<file path="src/rtl/uart_dump_ctrl_if.sv">
// uart_dump_ctrl_if: bus bundle between the dump controller, the capture RAM
// and the shared uart_tx.
//   mem_addr/mem_rd   controller -> RAM  read address and strobe
//   mem_rdata         RAM -> controller  read data, sampled in the cycle after
//                                        the controller decides to read
//   uart_wreq/wdata   controller -> uart_tx  one-cycle byte write
//   uart_rdy          uart_tx -> controller  transmitter idle
// master = controller side, slave = RAM/uart_tx side.
interface uart_dump_ctrl_if #(
  parameter int ADDR_W = 12
);
  logic [ADDR_W-1:0] mem_addr;
  logic              mem_rd;
  logic [7:0]        mem_rdata;
  logic              uart_wreq;
  logic [7:0]        uart_wdata;
  logic              uart_rdy;

  modport master (output mem_addr, mem_rd, uart_wreq, uart_wdata,
                  input  mem_rdata, uart_rdy);
  modport slave  (input  mem_addr, mem_rd, uart_wreq, uart_wdata,
                  output mem_rdata, uart_rdy);
endinterface

</file>
<file path="src/rtl/uart_dump_ctrl.sv">
// uart_dump_ctrl: drains the capture buffer through uart_tx as a framed packet
//   SYNC0, SYNC1, L[15:8], L[7:0], payload[0..L-1] [, checksum]
// where L = min(len, DEPTH). Byte pacing follows uart_rdy only: each byte waits
// for rdy, pulses wreq, then waits for rdy to fall and rise again.
// Ports:
//   clk_50M, nrst     clock, async active-low reset
//   start, abort, len frame control (abort wins over everything)
//   busy, done        frame in progress / one-cycle end-of-frame pulse
//   sent_cnt          payload bytes handed to uart_tx in this/last frame
//   bus               uart_dump_ctrl_if.master (RAM read + uart_tx write)
// Build option: define DUMP_CHECKSUM_EN to append the modulo-256 payload sum.
module uart_dump_ctrl #(
  parameter int                N_data = 8,
  parameter int                DEPTH  = 4096,
  parameter int                ADDR_W = 12,
  parameter logic [N_data-1:0] SYNC0  = 8'hA5,
  parameter logic [N_data-1:0] SYNC1  = 8'h5A
) (
  input  logic        clk_50M,
  input  logic        nrst,
  input  logic        start,
  input  logic        abort,
  input  logic [15:0] len,
  output logic        busy,
  output logic        done,
  output logic [15:0] sent_cnt,
  uart_dump_ctrl_if.master bus
);

  typedef enum logic [2:0] {IDLE, SEL, FETCH, ISSUE, WAIT_LO, WAIT_HI, FIN} state_t;

  localparam logic [15:0] DEPTH16 = 16'(DEPTH);

  state_t      state;
  logic [16:0] idx;      // frame byte index; 17 bits so L+4 never wraps
  logic [15:0] len_l;    // clamped length L
  logic        is_pl;    // byte currently in flight is payload
  logic [16:0] pl_end;   // first index past the payload
  logic [16:0] n_bytes;  // total frame length
  logic [16:0] idx_nx;

  assign pl_end = {1'b0, len_l} + 17'd4;
  assign idx_nx = idx + 17'd1;

`ifdef DUMP_CHECKSUM_EN
  logic [N_data-1:0] csum;
  assign n_bytes = pl_end + 17'd1;
`else
  assign n_bytes = pl_end;
`endif

  always_ff @(posedge clk_50M or negedge nrst) begin
    if (!nrst) begin
      state          <= IDLE;
      idx            <= '0;
      len_l          <= '0;
      is_pl          <= 1'b0;
      busy           <= 1'b0;
      done           <= 1'b0;
      sent_cnt       <= '0;
      bus.mem_addr   <= '0;
      bus.mem_rd     <= 1'b0;
      bus.uart_wreq  <= 1'b0;
      bus.uart_wdata <= '0;
`ifdef DUMP_CHECKSUM_EN
      csum           <= '0;
`endif
    end else begin
      // strobes default low so each is a single-cycle pulse
      bus.uart_wreq <= 1'b0;
      bus.mem_rd    <= 1'b0;
      done          <= 1'b0;
      if (state != IDLE && abort) begin
        state <= IDLE;
        busy  <= 1'b0;
      end else begin
        case (state)
          IDLE: if (start && !abort) begin
            len_l    <= (len > DEPTH16) ? DEPTH16 : len;
            sent_cnt <= '0;
            idx      <= '0;
`ifdef DUMP_CHECKSUM_EN
            csum     <= '0;
`endif
            busy     <= 1'b1;
            state    <= SEL;
          end
          SEL: begin
            is_pl <= 1'b0;
            state <= ISSUE;
            if (idx >= n_bytes) begin
              state <= FIN;
              done  <= 1'b1;
              busy  <= 1'b0;
            end else begin
              case (idx)
                17'd0:   bus.uart_wdata <= SYNC0;
                17'd1:   bus.uart_wdata <= SYNC1;
                17'd2:   bus.uart_wdata <= len_l[15:8];
                17'd3:   bus.uart_wdata <= len_l[7:0];
                default: begin
                  if (idx < pl_end) begin
                    bus.mem_addr <= ADDR_W'(idx - 17'd4);
                    bus.mem_rd   <= 1'b1;
                    is_pl        <= 1'b1;
                    state        <= FETCH;
                  end
`ifdef DUMP_CHECKSUM_EN
                  else bus.uart_wdata <= csum;
`endif
                end
              endcase
            end
          end
          FETCH: begin
            bus.uart_wdata <= bus.mem_rdata;
`ifdef DUMP_CHECKSUM_EN
            csum           <= csum + bus.mem_rdata;
`endif
            state          <= ISSUE;
          end
          ISSUE: if (bus.uart_rdy) begin
            bus.uart_wreq <= 1'b1;
            if (is_pl) sent_cnt <= sent_cnt + 16'd1;
            state <= WAIT_LO;
          end
          WAIT_LO: if (!bus.uart_rdy) state <= WAIT_HI;
          WAIT_HI: if (bus.uart_rdy) begin
            idx <= idx_nx;
            // finish straight from here so done lands one cycle after WAIT_HI
            if (idx_nx >= n_bytes) begin
              state <= FIN;
              done  <= 1'b1;
              busy  <= 1'b0;
            end else begin
              state <= SEL;
            end
          end
          FIN:     state <= IDLE;
          default: state <= IDLE;
        endcase
      end
    end
  end

endmodule

</file>
<file path="src/flat_wrapper.sv">
// flat-port wrapper written by rule: the top's interface ports become plain ports
module uart_dump_ctrl_flat 
#(
  parameter int                N_data = 8,
  parameter int                DEPTH  = 4096,
  parameter int                ADDR_W = 12,
  parameter logic [N_data-1:0] SYNC0  = 8'hA5,
  parameter logic [N_data-1:0] SYNC1  = 8'h5A
)
  (clk_50M, nrst, start, abort, len, busy, done, sent_cnt, bus_mem_addr, bus_mem_rd, bus_uart_wreq, bus_uart_wdata, bus_mem_rdata, bus_uart_rdy);
  uart_dump_ctrl_if #(.ADDR_W(ADDR_W)) bus_i ();
  input  logic clk_50M;
  input  logic nrst;
  input  logic start;
  input  logic abort;
  input  logic [15:0] len;
  output logic busy;
  output logic done;
  output logic [15:0] sent_cnt;
  output wire logic [$bits(bus_i.mem_addr)-1:0] bus_mem_addr;
  output wire logic [$bits(bus_i.mem_rd)-1:0] bus_mem_rd;
  output wire logic [$bits(bus_i.uart_wreq)-1:0] bus_uart_wreq;
  output wire logic [$bits(bus_i.uart_wdata)-1:0] bus_uart_wdata;
  input wire logic [$bits(bus_i.mem_rdata)-1:0] bus_mem_rdata;
  input wire logic [$bits(bus_i.uart_rdy)-1:0] bus_uart_rdy;
  assign bus_mem_addr = bus_i.mem_addr;
  assign bus_mem_rd = bus_i.mem_rd;
  assign bus_uart_wreq = bus_i.uart_wreq;
  assign bus_uart_wdata = bus_i.uart_wdata;
  assign bus_i.mem_rdata = bus_mem_rdata;
  assign bus_i.uart_rdy = bus_uart_rdy;
  uart_dump_ctrl #(.N_data(N_data), .DEPTH(DEPTH), .ADDR_W(ADDR_W), .SYNC0(SYNC0), .SYNC1(SYNC1)) u_core (.clk_50M(clk_50M), .nrst(nrst), .start(start), .abort(abort), .len(len), .busy(busy), .done(done), .sent_cnt(sent_cnt), .bus(bus_i));
endmodule
</file>
<file path="config.mk">
export PLATFORM = sky130hd
export DESIGN_NAME = uart_dump_ctrl_flat
export DESIGN_NICKNAME = d
export VERILOG_FILES = /design/src/rtl/uart_dump_ctrl_if.sv /design/src/rtl/uart_dump_ctrl.sv /design/src/flat_wrapper.sv
export SDC_FILE = /design/constraint.sdc
export NUM_CORES = 1
export LEC_CHECK = 0
export CORE_MARGIN = 2
export CORE_UTILIZATION = 44
export DETAILED_ROUTE_END_ITERATION = 8
export PLACE_DENSITY = 0.68
export SETUP_SLACK_MARGIN = 0.3
export SLEW_MARGIN = 20
export SYNTH_ARGS = -nofsm -noshare
export SYNTH_HDL_FRONTEND = slang
export SYNTH_SLANG_ARGS = --single-unit
</file>
<file path="constraint.sdc">
create_clock -name clk_50M -period 7.6 [get_ports clk_50M]
set_input_delay 2.28 -clock clk_50M [delete_from_list [all_inputs] [get_ports clk_50M]]
set_output_delay 2.28 -clock clk_50M [all_outputs]
set_load 0.05 [all_outputs]
</file>
Yosys cells after proc, flatten, opt, wreduce, memory -nomap -nowiden
Cells that the tools add are included.
W data, S select, Z words.
{ "classes": {"n_addsub": 4, "order_cmp": 4, "eq_ne": 20, "n_bitwise": 3, "n_reduce_logical": 19, "n_mux": 40} }
{ "op_table": {"columns": ["operator", "n"], "rows": [
  ["$mux W16", 4],
  ["$eq A17 B2 Y1 const B", 2],
  ["$ge A17 B17 Y1", 2],
  ["$mux W17", 2],
  ["$pmux W17 S2", 1],
  ["$pmux W16 S2", 1],
  ["$pmux W8 S4", 1],
  ["$mux W3", 8],
  ["$mux W1", 18],
  ["$pmux W3 S6", 1],
  ["$add A16 B3 Y17 const B", 1],
  ["$add A17 B1 Y17 const B", 1],
  ["$eq A17 B1 Y1 const B", 1],
  ["$logic_not A17 Y1", 1],
  ["$lt A17 B17 Y1", 1],
  ["$add A16 B1 Y16 const B", 1],
  ["$gt A16 B13 Y1 const B", 1],
  ["$pmux W8 S2", 1],
  ["$reduce_and A5 Y1", 3],
  ["$reduce_and A4 Y1", 3],
  ["$sub A12 B3 Y12 const B", 1],
  ["$ne A3 B1 Y1 const B", 3],
  ["$ne A3 B2 Y1 const B", 3],
  ["$mux W8", 1],
  ["other kinds (18)", 28]
]} }
{ "totals": {"out_inout_bits": 40, "register_bits": 77, "word_cells": 101} }

Depth between registers and ports, before layout
Gate-level depths: netlist (run 1).
{ "depth": {"ltp_word": 7, "mapped_depth": 16} }

Worst setup path after synthesis (run 1)
Ideal clock, no wire load.
{ "synth_timing": {"path_kind": "in2reg", "startpoint": "input abort", "endpoint": "register u_core.len_l[0]", "arrival_time_ps": 3658, "cell_stages": 6, "setup_slack_ps": 3875, "path_buffers": 1, "required_ps": 7534, "path_cell_list": "nor2_1 nand3_1 or4_1 a21oi_1 clkbuf_1 a22o_1"} }
{ "synth_between": {"elab_chain_len": 3} }
{ "synth_lines": {"columns": ["item", "line", "source"], "rows": [
  ["from (decl)", "flat_wrapper.sv:15", "input logic abort;"],
  ["$logic_not A1 Y1 or $logic_and A1 B1 Y1 (tied branches)", "uart_dump_ctrl.sv:78, uart_dump_ctrl.sv:73", null],
  ["$logic_and A1 B1 Y1 or $not A1 Y1 (tied branches)", null, null],
  ["$reduce_and A3 Y1 (no line) (*)", null, null],
  ["to (signal assigned)", "uart_dump_ctrl.sv:79", "len_l <= (len > DEPTH16) ? DEPTH16 : len;"],
  ["to (decl)", "uart_dump_ctrl.sv:36", "logic [15:0] len_l;"]
]} }
Every way passes the cells marked *; elsewhere a longest branch is shown, timed or not.
A chain may end at the register's enable or synchronous reset.

Final worst setup path (run 1)
Ends and elaborated chain as after synthesis.

==> impl_metrics.tcl, run 1 <==
set metrics [dict create \
    synth_most_common_cell "dfrtp_1" \
    synth_compound_area_share_pct 14.0 \
    fin_nets 630 \
    overflow 0 \
    slew-limit-headroom_pct 31.6 \
    synth_top_area_share_pct 38.8 \
    worst_pin_slew_ns 1.02 \
    critPathBufInv 1 \
    initial_core_util_pct 45.4 \
    synthSimpleGateAreaFrac_pct 18.2 \
    path_cells "clkdlybuf4s50_1 > nor2_1 > nand3_1 > or4_1 > a21oi_1 > a22o_1" \
    finalCritPeriodShare_pct 61.5 \
    ys_top_cells_by_area "dfrtp_1 (39%), ha_1 (10%), xor2_1 (4.9%)" \
    synth-main-ff-cell "dfrtp_1" \
    drv_cap 0 \
    place_congestion 0.888 \
    htreeDepth 3 \
    die_y_um 110 \
    crit_type "input pin to flop" \
    rsz0062_at_grt "no" \
    setup_violations 0 \
    diodes 0 \
    clockRootBuffer "clkbuf_16" \
    cp_data_required_time_ns 7.87 \
    grt_usage_pct 19.8 \
    firstDrtPassIters 4 \
    skew_ns 0.00776 \
    fmax_ghz 0.214 \
    synth-edff-count 0 \
    syn_nets 573 \
    postRouteAntennaNets 0 \
    clkLatencyLatePin_ns 0.34 \
    report.final.hold_viol_count 0 \
    synth_top_family_by_area "simple AND/OR/NAND/NOR gates" \
    hold_depth 1 \
    path_max_fanout 17 \
    peakVddDrop_mv 0.143 \
    synthMuxAreaShare_pct 5.49 \
    dp_hpwl_um 8480 \
    reg2regPathDepth 13 \
    dr_total_vias 4028 \
    power.density_nw_per_um2 264 \
    critPathSlowestCell "a21oi_1" \
    cp.arrival_ns 4.94 \
    num-fill-cells 1003 \
    async_flop_share_pct 100 \
    rr_endpoint "u_core.done" \
    synth-xor-area-share_pct 8.81 \
    clk_pin_slew_ns 0.06 \
    cts_setup_buffers 0 \
    drtIter0Drc 204 \
    io_pins 69 \
    portBuffers 68 \
    drc 0 \
    reg2reg_slack_ns 3.58 \
    via_per_inst 5.71 \
    cts-hold-fix-buffers 0 \
    grt_pass1_vias 3912 \
    ys_seq_area_share_pct 38.8 \
    multi_input_area_um2 2830 \
    routed_wl_um 11400 \
    status "completed" \
    endpoint_kind "flop" \
    antenna_found_initial 0 \
    syn_inst 503 \
    die_area_um2 12200 \
    synth_top_area_cell "dfrtp_1" \
    post-route-util_pct 54.5 \
    syn2layout_area_growth_pct 19.9 \
    tns_ns 0 \
    min_to "u_core.bus.mem_addr[10]" \
    rows 38 \
    cts_buffer_depth 2 \
    cpPeakStageDelay_ns 0.62 \
    regArea_um2 1930 \
    wl_per_cell_um 16.1 \
    drv_slew 0 \
    clock_sinks 77 \
    yosysUniqueCellTypes 62 \
    fin_crit_ns 4.67 \
    min_path_type "flop to flop" \
    yosys.area_share.adder_pct 10.6 \
    grt_pass1_wl_um 18900 \
    startpoint_type "input pin" \
    critPathTopFamily "simple AND/OR/NAND/NOR gates" \
    drive_gt1_share_pct 8.32 \
    synthTopCellsByCount "dfrtp_1 (77), nor2_1 (51), nand2_1 (42)" \
    cts_resized 0 \
    grt_max_degree 78 \
    min_from "u_core.bus.mem_addr[10]" \
    coreArea_um2 10900 \
    ys_warn_count 0 \
    r2r_start "u_core.idx[0]" \
    syn_area_per_cell_um2 9.88 \
    cts_tree "done" \
    synth_seq_cells 77 \
    numCtsBuffers 9 \
    netlist_area_um2 4970 \
    dieWidth_um 110 \
    cellLeakagePower_nw 2.69 \
]
[report_power, final]
group / total [W] / internal (W) / switching [W]
combinational: 0.000604 / 0.000232 / 0.000372
clock: 0.000407 / 0.000226 / 0.000181
sequential: 0.000560 / 0.000482 / 0.0000785
[worst max path at each step]
stage                     startpoint              end  slack [ns]  cells after the start
after floorplan                abort  u_core.len_l[0]        3.88                      6
after global placement         abort  u_core.len_l[0]        2.70                      6
after detailed placement       abort  u_core.len_l[9]        2.58                      6
after CTS                      abort  u_core.len_l[9]        2.94                      6
after global routing           abort  u_core.len_l[5]        2.71                      6
final                          abort  u_core.len_l[0]        2.93                      6
[worst reg2reg max path: stages (launching register included)]
cell and delay (ns):
dfrtp_1 0.53, ha_1 0.60, nand4_1 0.35, nor2_1 0.42, nand3_1 0.15, xnor2_1 0.18
ha_1 0.32, nand4_1 0.13, a211o_1 0.27, a21oi_1 0.15, a21oi_1 0.08, o21ai_0 0.33
nand2_1 0.13, a211oi_1 0.30
[registers in the layout, summed over array words and instances (netlist names)]
| register | cells |
|---|---|
| u_core.idx | 17 |
| u_core.bus.mem_rd | 1 |
| u_core.busy | 1 |
| u_core.bus.uart_wreq | 1 |
| u_core.bus.uart_wdata | 8 |
| u_core.sent_cnt | 16 |
| u_core.state | 3 |
| u_core.is_pl | 1 |
| u_core.len_l | 16 |
| u_core.done | 1 |
| u_core.bus.mem_addr | 12 |
[cell type report]
type                            instances  share of cell area, %
Multi-Input combinational cell        388                   47.6
Sequential cell                        77                   32.3
Timing Repair Buffer                   68                   11.4
Clock buffer                            9                   3.78
Tap cell                              140                   2.94
Inverter                               16                   1.01
Clock inverter                          7                  0.966
[per-layer routing]
layer	GRT usage, %	up-vias	wire (um)
met5	0	-	0
met4	7.95	0	259
met3	3.17	24	489
met2	30.7	120	5130
met1	27.8	1949	5510
li1	-	1935	-
[per-stage QoR]
stage | hold WS (ns) | cells | setup slack (ns) | cell area (um2) | power, W
5_1_grt | 0.518 | 705 | 2.71 | 5960 | 0.00166
3_3_place_gp | 0.475 | 689 | 2.70 | 5670 | 0.00116
4_1_cts | 0.501 | 705 | 2.94 | 5960 | 0.00158
6_report | 0.492 | 705 | 2.93 | 5960 | 0.00157
3_5_place_dp | 0.484 | 689 | 2.58 | 5670 | 0.00117
2_1_floorplan | 0.446 | 503 | 3.88 | 4970 | 0.000981
[kinds of logic after synthesis]
logic type / count (synthesis)
xor+xnor: 50
compound gates: 97
simple gates: 177
flops: 77
fa+ha+maj: 42
buf+inv: 38
mux: 22
[cell usage in the layout, fill, tap and decap left out, types with 4 or more instances in the layout]
master and instances:
dfrtp_1 77, o21ai_0 24, xor2_1 28, inv_1 16, a211oi_1 5, xnor2_1 22
a21o_1 4, a22o_1 19, nand3_1 25, mux2_4 8, nor2_1 51, clkbuf_16 9
clkdlybuf4s50_1 67, nand4_1 11, and2_1 5, and3_1 11, ha_1 41, nand2_1 42
mux2i_1 4, nor3_1 6, a221oi_1 8, nor4_1 6, a21oi_1 15, mux2_2 8
Note: power is estimated with default switching activity, not from simulation.
==> inputs of run 2 (changes only) <==
==> constraint.sdc (replaced) <==
create_clock -name clk_50M -period 4.74 [get_ports clk_50M]
set_input_delay 1.422 -clock clk_50M [delete_from_list [all_inputs] [get_ports clk_50M]]
set_output_delay 1.422 -clock clk_50M [all_outputs]
set_load 0.05 [all_outputs]
==> run 2 against run 1 <==
Global-route usage up 0.37 points; sequential cell count unchanged; clock power up 54%; non-clock buffer count up 6; sequential power up 60%; utilization up 0.27 points.
==> impl_metrics.tcl, run 2 (same netlist as run 1, synthesis figures left out) <==
set metrics [dict create \
    postRouteAntennaNets 0 \
    skew_ns 0.00844 \
    peakVddDrop_mv 0.281 \
    worst_pin_slew_ns 0.969 \
    rows 38 \
    syn2layout_area_growth_pct 20.5 \
    fin_nets 636 \
    seqPwrFrac_pct 35.6 \
    cts_tree "done" \
    antenna_found_initial 0 \
    critPathSlowestCell "dfrtp_1" \
    min_path_type "flop to flop" \
    clockRootBuffer "clkbuf_16" \
    power.density_nw_per_um2 419 \
    coreArea_um2 10900 \
    endpoint_kind "flop" \
    num-fill-cells 1027 \
    die_y_um 110 \
    setup_ws_ns 1.12 \
    fin_area_um2 5990 \
    power.switching_w 0.00100 \
    fmax_ghz 0.276 \
    cp_data_required_time_ns 4.95 \
    reg2regPathDepth 13 \
    clkLatencyLatePin_ns 0.33 \
    crit_type "flop to flop" \
    grt_max_degree 78 \
    final_common_cell "dfrtp_1" \
    placed_cell_area_um2 5720 \
    dieWidth_um 110 \
    rsz0062_at_grt "no" \
    drv_slew 0 \
    cts-hold-fix-buffers 0 \
    grt_pass1_wl_um 19200 \
    drive_gt1_share_pct 9.11 \
    pre_cts_ws_ns 0.909 \
    top_regs "u_core.idx: 17 flops, u_core.len_l: 16 flops, u_core.sent_cnt: 16 flops" \
    grt_usage_pct 20.2 \
    intPower_w 0.00151 \
    dr_total_vias 4010 \
    drv_cap 0 \
    drtIter0Drc 243 \
    tns_ns 0 \
    wl_per_cell_um 16.1 \
    clock_sinks 77 \
    cpPeakStageDelay_ns 0.56 \
    rr_endpoint "u_core.done" \
    cts_buffer_depth 2 \
    diodes 0 \
    swShare_pct 39.9 \
    final_cell_mix "dfrtp_1 (77), clkdlybuf4s50_1 (67), nor2_1 (51), nand2_1 (42), ha_1 (41)" \
    hold_depth 1 \
    startpoint_type "flop" \
    fin_crit_ns 3.62 \
    drc 0 \
    clk_pin_slew_ns 0.06 \
    report.final.hold_viol_count 0 \
    cp.arrival_ns 3.83 \
    via_per_inst 5.64 \
    combPwrFrac_pct 39.4 \
    portBuffers 68 \
    initial_core_util_pct 45.4 \
    cts_resized 0 \
    min_from "u_core.bus.mem_addr[9]" \
    reg2reg_slack_ns 1.12 \
    cts_setup_buffers 0 \
    min_to "u_core.bus.mem_addr[9]" \
    setup_violations 0 \
    routed_wl_um 11500 \
    die_area_um2 12200 \
    power_frac_clock_pct 25.0 \
    r2r_start "u_core.idx[3]" \
    numCtsBuffers 9 \
    slew-limit-headroom_pct 35.4 \
    finalCritPeriodShare_pct 76.3 \
    grt_pass1_vias 3850 \
    io_pins 69 \
    dp_hpwl_um 8670 \
    largest_register "u_core.idx" \
    overflow 0 \
    path_max_fanout 9 \
    place_congestion 0.865 \
    path_cells "ha_1 > nand4_1 > nor2_1 > nand3_1 > xnor2_1 > ha_1 > nand4_1 > a211o_1 > a21oi_1 > a21oi_1 > o21ai_0 > nand2_1 > a211oi_1" \
    htreeDepth 3 \
    firstDrtPassIters 5 \
    status "completed" \
    largest_reg_flops 17 \
    cellLeakagePower_nw 2.72 \
]
[run 2: how the worst max path moves through the flow]
stage | start | to | slack, ns | cells past startpoint
finish | u_core.idx[3] | u_core.done | 1.12 | 13
global route | u_core.idx[3] | u_core.done | 0.84 | 13
CTS | u_core.idx[2] | u_core.done | 1.18 | 13
detailed placement | abort | u_core.len_l[10] | 0.91 | 7
global placement | abort | u_core.len_l[0] | 0.97 | 7
floorplan | u_core.idx[3] | u_core.busy | 1.78 | 16
[run 2: critical path, delay by kind of cell, from the launching register on]
family / cells / cell delay [ns]
XOR/XNOR: 1 / 0.18
adder cells (fa/ha/maj): 2 / 0.56
AND/OR/NAND/NOR: 5 / 1.04
AO/OA/AOI/OAI: 5 / 1.17
flip-flops: 1 / 0.56
[run 2: routing by layer]
layer	global-route usage (%)	wire length [um]
met3	3.94	504
met5	0	0
met4	5.18	142
met2	31.9	5340
met1	28.6	5470
[run 2: final cells by class]
| type | count | area [um2] | area share, % |
|---|---|---|---|
| Inverter | 16 | 60.1 | 1.00 |
| Tap cell | 140 | 175 | 2.93 |
| Clock inverter | 6 | 38.8 | 0.648 |
| Clock buffer | 10 | 229 | 3.82 |
| Multi-Input combinational cell | 388 | 2830 | 47.3 |
| Sequential cell | 77 | 1930 | 32.2 |
| Timing Repair Buffer | 74 | 723 | 12.1 |
[run 2: per-stage QoR]
stage,hold WS (ns),total power (W),utilization [%],std cells
final,0.489,0.00251,54.7,711
after detailed placement,0.482,0.00190,52.3,695
after CTS,0.495,0.00253,54.7,711
after global routing,0.517,0.00264,54.7,711
after global placement,0.474,0.00187,52.3,695
after floorplan,0.446,0.00157,-,503
[run 2: power by group through the flow]
stage          clock network (W)  logic, W  registers (W)
2_1_floorplan                  0  0.000423        0.00115
3_3_place_gp                   0  0.000973       0.000900
3_5_place_dp                   0  0.000990       0.000905
4_1_cts                 0.000640  0.000992       0.000895
5_1_grt                 0.000673   0.00106       0.000912
6_report                0.000628  0.000988       0.000894
